## src/rtl/vx_barrier_unit_pkg.sv

```systemverilog
// Shared barrier types for the per-core barrier unit.
// Holds the default warp/barrier geometry, the derived field widths, the request and
// release bundles, and a small one-hot helper.
package vx_barrier_unit_pkg;

  localparam int unsigned BAR_NUM_WARPS    = 4;
  localparam int unsigned BAR_NUM_BARRIERS = 4;
  localparam int unsigned BAR_NW_BITS      = $clog2(BAR_NUM_WARPS);
  localparam int unsigned BAR_NB_BITS      = (BAR_NUM_BARRIERS > 1) ? $clog2(BAR_NUM_BARRIERS) : 1;

  typedef struct packed {
    logic [BAR_NW_BITS-1:0] wid;
    logic [BAR_NB_BITS-1:0] id;
    logic [BAR_NW_BITS-1:0] size_m1;
  } barrier_req_t;

  typedef struct packed {
    logic [BAR_NB_BITS-1:0]   id;
    logic [BAR_NUM_WARPS-1:0] wmask;
  } barrier_rel_t;

  function automatic logic [BAR_NUM_WARPS-1:0] wid_onehot(input logic [BAR_NW_BITS-1:0] wid);
    return BAR_NUM_WARPS'(1) << wid;
  endfunction

endpackage

```

## src/rtl/vx_barrier_unit_slot.sv

```systemverilog
// One barrier slot: arrival mask, latched participant count and active bit.
// Ports:
//   i_clk, i_reset          clock, async active-high reset
//   i_kill_valid/i_kill_wid warp termination, clears the warp's bit
//   i_arr_valid             accepted arrival targeting this slot (already filtered for kill)
//   i_arr_wid, i_size_m1    arriving warp and requested participant count minus one
//   o_mask, o_active        current slot state
//   o_dup                   arriving warp is already waiting here
//   o_complete              this arrival fills the barrier
//   o_new_mask              post-kill mask with the arriving warp added (release payload)
module vx_barrier_unit_slot #(
  parameter int unsigned NUM_WARPS = 4,
  parameter int unsigned NW_BITS   = 2
) (
  input  logic                 i_clk,
  input  logic                 i_reset,
  input  logic                 i_kill_valid,
  input  logic [NW_BITS-1:0]   i_kill_wid,
  input  logic                 i_arr_valid,
  input  logic [NW_BITS-1:0]   i_arr_wid,
  input  logic [NW_BITS-1:0]   i_size_m1,
  output logic [NUM_WARPS-1:0] o_mask,
  output logic                 o_active,
  output logic                 o_dup,
  output logic                 o_complete,
  output logic [NUM_WARPS-1:0] o_new_mask
);

  logic [NUM_WARPS-1:0] r_mask;
  logic [NW_BITS-1:0]   r_size_m1;
  logic                 r_active;

  logic [NUM_WARPS-1:0] w_kill_mask;
  logic [NUM_WARPS-1:0] w_mask_k;
  logic [NUM_WARPS-1:0] w_new;
  logic [NW_BITS-1:0]   w_size;
  logic [NW_BITS:0]     w_popcnt;
  logic                 w_arr;
  logic                 w_full;

  assign w_kill_mask = i_kill_valid ? (NUM_WARPS'(1) << i_kill_wid) : '0;
  // Completion is judged against the mask with the same-cycle kill already applied.
  assign w_mask_k    = r_mask & ~w_kill_mask;
  assign w_new       = w_mask_k | (NUM_WARPS'(1) << i_arr_wid);
  // First arrival supplies the size; later arrivals use the latched one.
  assign w_size      = r_active ? r_size_m1 : i_size_m1;

  always_comb begin
    w_popcnt = '0;
    for (int i = 0; i < int'(NUM_WARPS); i++) begin
      w_popcnt = w_popcnt + (NW_BITS+1)'(w_new[i]);
    end
  end

  assign o_dup      = r_mask[i_arr_wid];
  assign w_arr      = i_arr_valid && !o_dup;
  assign w_full     = (w_popcnt == ({1'b0, w_size} + (NW_BITS+1)'(1)));
  assign o_complete = w_arr && w_full;
  assign o_new_mask = w_new;
  assign o_mask     = r_mask;
  assign o_active   = r_active;

  always_ff @(posedge i_clk or posedge i_reset) begin
    if (i_reset) begin
      r_mask    <= '0;
      r_size_m1 <= '0;
      r_active  <= 1'b0;
    end else if (w_arr && w_full) begin
      r_mask   <= '0;
      r_active <= 1'b0;
    end else if (w_arr) begin
      r_mask   <= w_new;
      r_active <= 1'b1;
      if (!r_active) r_size_m1 <= i_size_m1;
    end else begin
      // Kill only: a slot drained to zero goes idle, never completes.
      r_mask   <= w_mask_k;
      r_active <= r_active && (|w_mask_k);
    end
  end

endmodule

```

## src/rtl/vx_barrier_unit.sv

```systemverilog
// Per-core warp barrier controller.
// Collects barrier arrivals from issue, emits one release per filled barrier and drives
// the scheduler stall mask.
// Ports:
//   i_clk, i_reset                       clock, async active-high reset
//   i_req_valid/o_req_ready              arrival handshake (ready = no release pending)
//   i_req_wid, i_req_id, i_req_size_m1   arriving warp, barrier slot, participants - 1
//   i_kill_valid, i_kill_wid             warp termination
//   o_stalled_wmask                      warps waiting on a barrier or pending release
//   o_rel_valid/i_rel_ready              release handshake
//   o_rel_id, o_rel_wmask                released barrier and warps to unblock
//   o_dup_err                            one-cycle pulse for a duplicate arrival
// The package geometry must match NUM_WARPS/NUM_BARRIERS.
module vx_barrier_unit
  import vx_barrier_unit_pkg::*;
#(
  parameter int unsigned NUM_WARPS    = BAR_NUM_WARPS,
  parameter int unsigned NUM_BARRIERS = BAR_NUM_BARRIERS,
  parameter int unsigned NW_BITS      = $clog2(NUM_WARPS),
  parameter int unsigned NB_BITS      = (NUM_BARRIERS > 1) ? $clog2(NUM_BARRIERS) : 1
) (
  input  logic                 i_clk,
  input  logic                 i_reset,
  input  logic                 i_req_valid,
  output logic                 o_req_ready,
  input  logic [NW_BITS-1:0]   i_req_wid,
  input  logic [NB_BITS-1:0]   i_req_id,
  input  logic [NW_BITS-1:0]   i_req_size_m1,
  input  logic                 i_kill_valid,
  input  logic [NW_BITS-1:0]   i_kill_wid,
  output logic [NUM_WARPS-1:0] o_stalled_wmask,
  output logic                 o_rel_valid,
  input  logic                 i_rel_ready,
  output logic [NB_BITS-1:0]   o_rel_id,
  output logic [NUM_WARPS-1:0] o_rel_wmask,
  output logic                 o_dup_err
);

  barrier_req_t w_req;
  barrier_rel_t r_rel;
  logic         r_rel_valid;
  logic         r_dup_err;

  logic                 w_accept;
  logic                 w_kill_same;
  logic                 w_arr_ok;
  logic                 w_dup_sel;
  logic [NUM_BARRIERS-1:0] w_slot_complete;
  logic [NUM_BARRIERS-1:0] w_slot_dup;
  logic [NUM_BARRIERS-1:0] w_slot_active;
  logic [NUM_WARPS-1:0]    w_slot_mask [NUM_BARRIERS];
  logic [NUM_WARPS-1:0]    w_slot_new  [NUM_BARRIERS];

  assign w_req.wid     = i_req_wid;
  assign w_req.id      = i_req_id;
  assign w_req.size_m1 = i_req_size_m1;

  assign o_req_ready = !r_rel_valid;
  assign w_accept    = i_req_valid && !r_rel_valid;
  // Kill wins over an arrival from the same warp; the request is still consumed.
  assign w_kill_same = i_kill_valid && (i_kill_wid == w_req.wid);
  assign w_arr_ok    = w_accept && !w_kill_same;
  assign w_dup_sel   = w_arr_ok && w_slot_dup[w_req.id];

  for (genvar b = 0; b < NUM_BARRIERS; b++) begin : gen_slot
    vx_barrier_unit_slot #(
      .NUM_WARPS (NUM_WARPS),
      .NW_BITS   (NW_BITS)
    ) u_slot (
      .i_clk        (i_clk),
      .i_reset      (i_reset),
      .i_kill_valid (i_kill_valid),
      .i_kill_wid   (i_kill_wid),
      .i_arr_valid  (w_arr_ok && (w_req.id == NB_BITS'(b))),
      .i_arr_wid    (w_req.wid),
      .i_size_m1    (w_req.size_m1),
      .o_mask       (w_slot_mask[b]),
      .o_active     (w_slot_active[b]),
      .o_dup        (w_slot_dup[b]),
      .o_complete   (w_slot_complete[b]),
      .o_new_mask   (w_slot_new[b])
    );
  end

  always_ff @(posedge i_clk or posedge i_reset) begin
    if (i_reset) begin
      r_rel_valid <= 1'b0;
      r_rel       <= '0;
      r_dup_err   <= 1'b0;
    end else begin
      r_dup_err <= w_dup_sel;
      // Completion only happens while no release is pending, so it never races the handshake.
      if (|w_slot_complete) begin
        r_rel_valid <= 1'b1;
        r_rel.id    <= w_req.id;
        r_rel.wmask <= w_slot_new[w_req.id];
      end else begin
        if (r_rel_valid && i_rel_ready) r_rel_valid <= 1'b0;
        // A kill may empty the pending mask; the release still goes out with zero warps.
        if (i_kill_valid) r_rel.wmask <= r_rel.wmask & ~wid_onehot(i_kill_wid);
      end
    end
  end

  always_comb begin
    o_stalled_wmask = r_rel_valid ? r_rel.wmask : '0;
    for (int b = 0; b < int'(NUM_BARRIERS); b++) begin
      o_stalled_wmask = o_stalled_wmask | w_slot_mask[b];
    end
  end

  assign o_rel_valid = r_rel_valid;
  assign o_rel_id    = r_rel.id;
  assign o_rel_wmask = r_rel.wmask;
  assign o_dup_err   = r_dup_err;

  // Active bits are observable state only; the masks alone drive stall and completion.
  logic w_unused_active;
  assign w_unused_active = ^w_slot_active;

endmodule
```

## config.mk

```make
export PLATFORM = sky130hd
export DESIGN_NAME = vx_barrier_unit
export DESIGN_NICKNAME = d
export VERILOG_FILES = /design/src/rtl/vx_barrier_unit_pkg.sv /design/src/rtl/vx_barrier_unit_slot.sv /design/src/rtl/vx_barrier_unit.sv
export SDC_FILE = /design/constraint.sdc
export NUM_CORES = 1
export LEC_CHECK = 0
export BUFFER_PORTS_ARGS = -buffer_cell sky130_fd_sc_hd__buf_4
export CORE_MARGIN = 3
export CORE_UTILIZATION = 39
export CTS_CLUSTER_DIAMETER = 30
export DETAILED_ROUTE_END_ITERATION = 8
export GPL_TIMING_DRIVEN = 0
export SYNTH_ARGS = -nofsm -noshare
export SYNTH_HDL_FRONTEND = slang
export SYNTH_SLANG_ARGS = --single-unit
export TNS_END_PERCENT = 20
```

## constraint.sdc

```tcl
create_clock -name i_clk -period 3.3 [get_ports i_clk]
set_clock_uncertainty 0.05 [all_clocks]
set_input_delay 0.495 -clock i_clk [delete_from_list [all_inputs] [get_ports i_clk]]
set_output_delay 0.495 -clock i_clk [all_outputs]
set_load 0.005 [all_outputs]
```

==> key figures <==
Worst setup path
  – Data required, critical path: 3.43 ns
  – Crit path kind: in -> reg
  – Worst setup SP type: primary input
  – CP Data Arrival Time: 3.37 ns
  – Crit path capture type: flip-flop
  – Max Fanout on Critical Path: 5

STA
  – Setup violations, final: 0
  – Max Slew Vio Count: 0
  – Hold Fails Final Rpt: 0
  – Worst-Margin Slew: 0.791 ns
  – RSZ-0062 raised after global routing: yes
  – Fmax: 309 MHz
  – Relative slew slack: 47.2%
  – Crit share post-route: 98.1%
  – Min Tclk post-route: 3.24 ns

Finish
  – ANT cells: 0
  – Multi-input combinational cell area: 1710 um^2
  – Area grow syn2layout: 23.3%
  – Nets@finish: 334
  – Filler Cell Count: 580
  – Sequential Area: 901 um^2
  – Layout Utilization: 51.3%
  – Share of layout cells above drive strength 1: 33.3%
  – Fin cells: 381

Floorplanning
  – DIE WIDTH: 86.9 um
  – Ports: 26
  – Core area: 6130 um^2
  – Die Ht: 86.9 um
  – Site Rows: 28
  – Die area: 7550 um^2
  – Initial Util: 41.6%

GRT
  – First-pass GRT wire length: 10.6 mm
  – Overall Global Routing Usage: 18.5%
  – Initial antenna violation count: 0
  – Gr ovfl total: 0
  – Vias in the first global route: 2,053
  – Largest net degree at the start of global routing: 37

Clocking
  – H-tree depth: 2
  – Clk_lat worst skew: 0.30 ns
  – Max Buffers Root-to-Sink: 2
  – Hold Buf Count CTS: 0
  – Clock sinks: 36
  – Clk slew on worst S/H paths: 0.08 ns
  – Num CTS Buffers: 5
  – TritonCTS clock tree: yes
  – Root buf cell: clkbuf_8

Power
  – Clock share of power: 15.6%
  – LEAKAGE: 1.40 nW
  – Psw: 857 uW
  – Comb pwr share: 51.5%
  – Seq pwr share: 32.8%
  – PwrDens: 701 nW/um^2
  – Switch share: 38.8%
  – Internal power: 1.35 mW
  – Peak supply drop: 370 uV

Placement
  – RePlAce Congestion: 0.896
  – Port Buffers: 22
  – Dpl cells: 366
  – DP HPWL: 4.91 mm

Drt
  – DRC violations left: 0
  – DR pass1 iterations: 4
  – Via count: 2,139
  – Antenna Nets Post-Route: 0
  – Post-Route WL: 6.65 mm
  – Initial DRC count: 135
  – Avg WL per Cell: 17.4 um
  – Vias per cell: 5.61

Synthesis
  – Top-count cell post-synth: nand2_1
  – Synth top area share: 35.3%
  – Mean Syn Cell Area: 9.49 um^2
  – Most frequent cells after synthesis: nand2_1, dfrtp_1, a21oi_1
  – Number of synthesized flops with an enable pin: 0
  – Post-Syn Nets: 298
  – Ys Warns: 0
  – Synthesized instance count: 269
  – Ys async rst share: 100%
  – Main synth FF type: dfrtp_1
  – Synth area leaders: dfrtp_1, nand2_1, mux2_2, mux4_2, a21oi_1
  – Sequential fraction of the synthesis area: 35.3%
  – Mapped Area: 2550 um^2
  – Yosys reg bits: 36
  – Area leader, netlist: dfrtp_1
  – Post-synth cell types: 41

Status
  – Outcome: completed

Flow run
  – Maximum Capacitance Violations: 0

Min path
  – Hold Path Class: in -> async
## power groups by stage
stage          clock network [mW]  registers [mW]  logic (mW)
2_1_floorplan                   0           0.676       0.697
3_3_place_gp                    0           0.710       0.928
3_5_place_dp                    0           0.717       0.944
4_1_cts                     0.349           0.709       0.994
5_1_grt                     0.367           0.747        1.27
6_report                    0.345           0.725        1.14
## worst max-delay path: stages
cell,delay [ns]
buf_8,0.10
or3b_4,0.47
nand2_4,0.11
o21ai_2,0.06
ha_1,0.29
inv_2,0.04
fa_2,0.34
inv_2,0.08
ha_4,0.20
xor2_2,0.14
or3_4,0.34
nor3_4,0.29
nor3b_2,0.08
or3_1,0.35
## metal layers
metal	track usage [%]	wire length, um	up-vias
met2	28.3	3110	66
met1	25.8	3070	1054
met5	0	0	-
li1	-	-	1009
met4	8.36	108	0
met3	3.03	353	10
## worst paths after layout
check	from	endpoint	slack [ns]	depth (start not counted)
worst max-delay path	i_kill_wid[1]	o_rel_id[1]	0.06	14
worst min-delay path	i_reset	gen_slot[1].u_slot.o_active	0.29	2
worst max register to register	gen_slot[0].u_slot.o_mask[1]	o_rel_id[1]	0.37	12
worst min register to register	gen_slot[2].u_slot.r_size_m1[1]	gen_slot[2].u_slot.r_size_m1[1]	0.45	1
max in group asynchronous	i_reset	o_dup_err	2.40	2
min in group i_clk	i_rel_ready	o_rel_valid	0.31	2
## flip-flops by register name, indices dropped and copies added (netlist names)
register,flops
o_rel_id,2
gen_slot.u_slot.o_active,4
o_dup_err,1
gen_slot.u_slot.r_size_m1,8
gen_slot.u_slot.o_mask,16
o_rel_wmask,4
o_rel_valid,1
## layout by cell type (no fill, tap or decap), types with 6 or more instances in the layout
cell type and instances:
dfrtp_1 36, buf_4 30, nand2_1 55, mux4_2 7
a21oi_1 30, inv_1 10, ha_1 9, mux2i_1 10
clkbuf_8 6, mux2_2 15
## final cells by class
| class | count | area share, % |
|---|---|---|
| Multi-Input combinational cell | 209 | 54.3 |
| Sequential cell | 36 | 28.6 |
| Timing Repair Buffer | 31 | 7.87 |
| Tap cell | 75 | 2.98 |
| Clock buffer | 7 | 2.74 |
| Inverter | 14 | 1.67 |
| Buffer | 8 | 1.59 |
| Clock inverter | 1 | 0.238 |
## metrics by stage
| step | power [mW] | TNS (ns) | hold WS (ns) | setup WS (ns) | instance area (um^2) |
|---|---|---|---|---|---|
| floorplan | 1.37 | -0.0267 | 0.424 | -0.0267 | 2600 |
| global placement | 1.64 | -7.12 | 0.432 | -0.481 | 2860 |
| detailed placement | 1.66 | -8.60 | 0.441 | -0.565 | 2860 |
| CTS | 2.05 | 0 | 0.305 | 0.00607 | 2980 |
| global route | 2.38 | -0.278 | 0.308 | -0.0682 | 3150 |
| finish | 2.21 | 0 | 0.290 | 0.0618 | 3150 |
## cells by family (layout without fill, tap and decap cells)
logic type               count (synthesis)  after routing  synth area share, %
adder cells (fa/ha/maj)                 16             16                 9.02
AO/OA/AOI/OAI                           45             45                 10.4
flip-flops                              36             36                 35.3
AND/OR/NAND/NOR                        102            102                 19.3
buffers and inverters                   24             61                 4.22
multiplexers                            33             33                 17.3
XOR/XNOR                                13             13                 4.46
## what timing repair did
action                     in CTS  in global routing
setup buffers                   0                  9
setup endpoints to repair      13                 12
gates cloned                    0                  0
pin swaps                       5                 21
gates resized for setup        10                 22
Power figures use the tool's default switching activity.
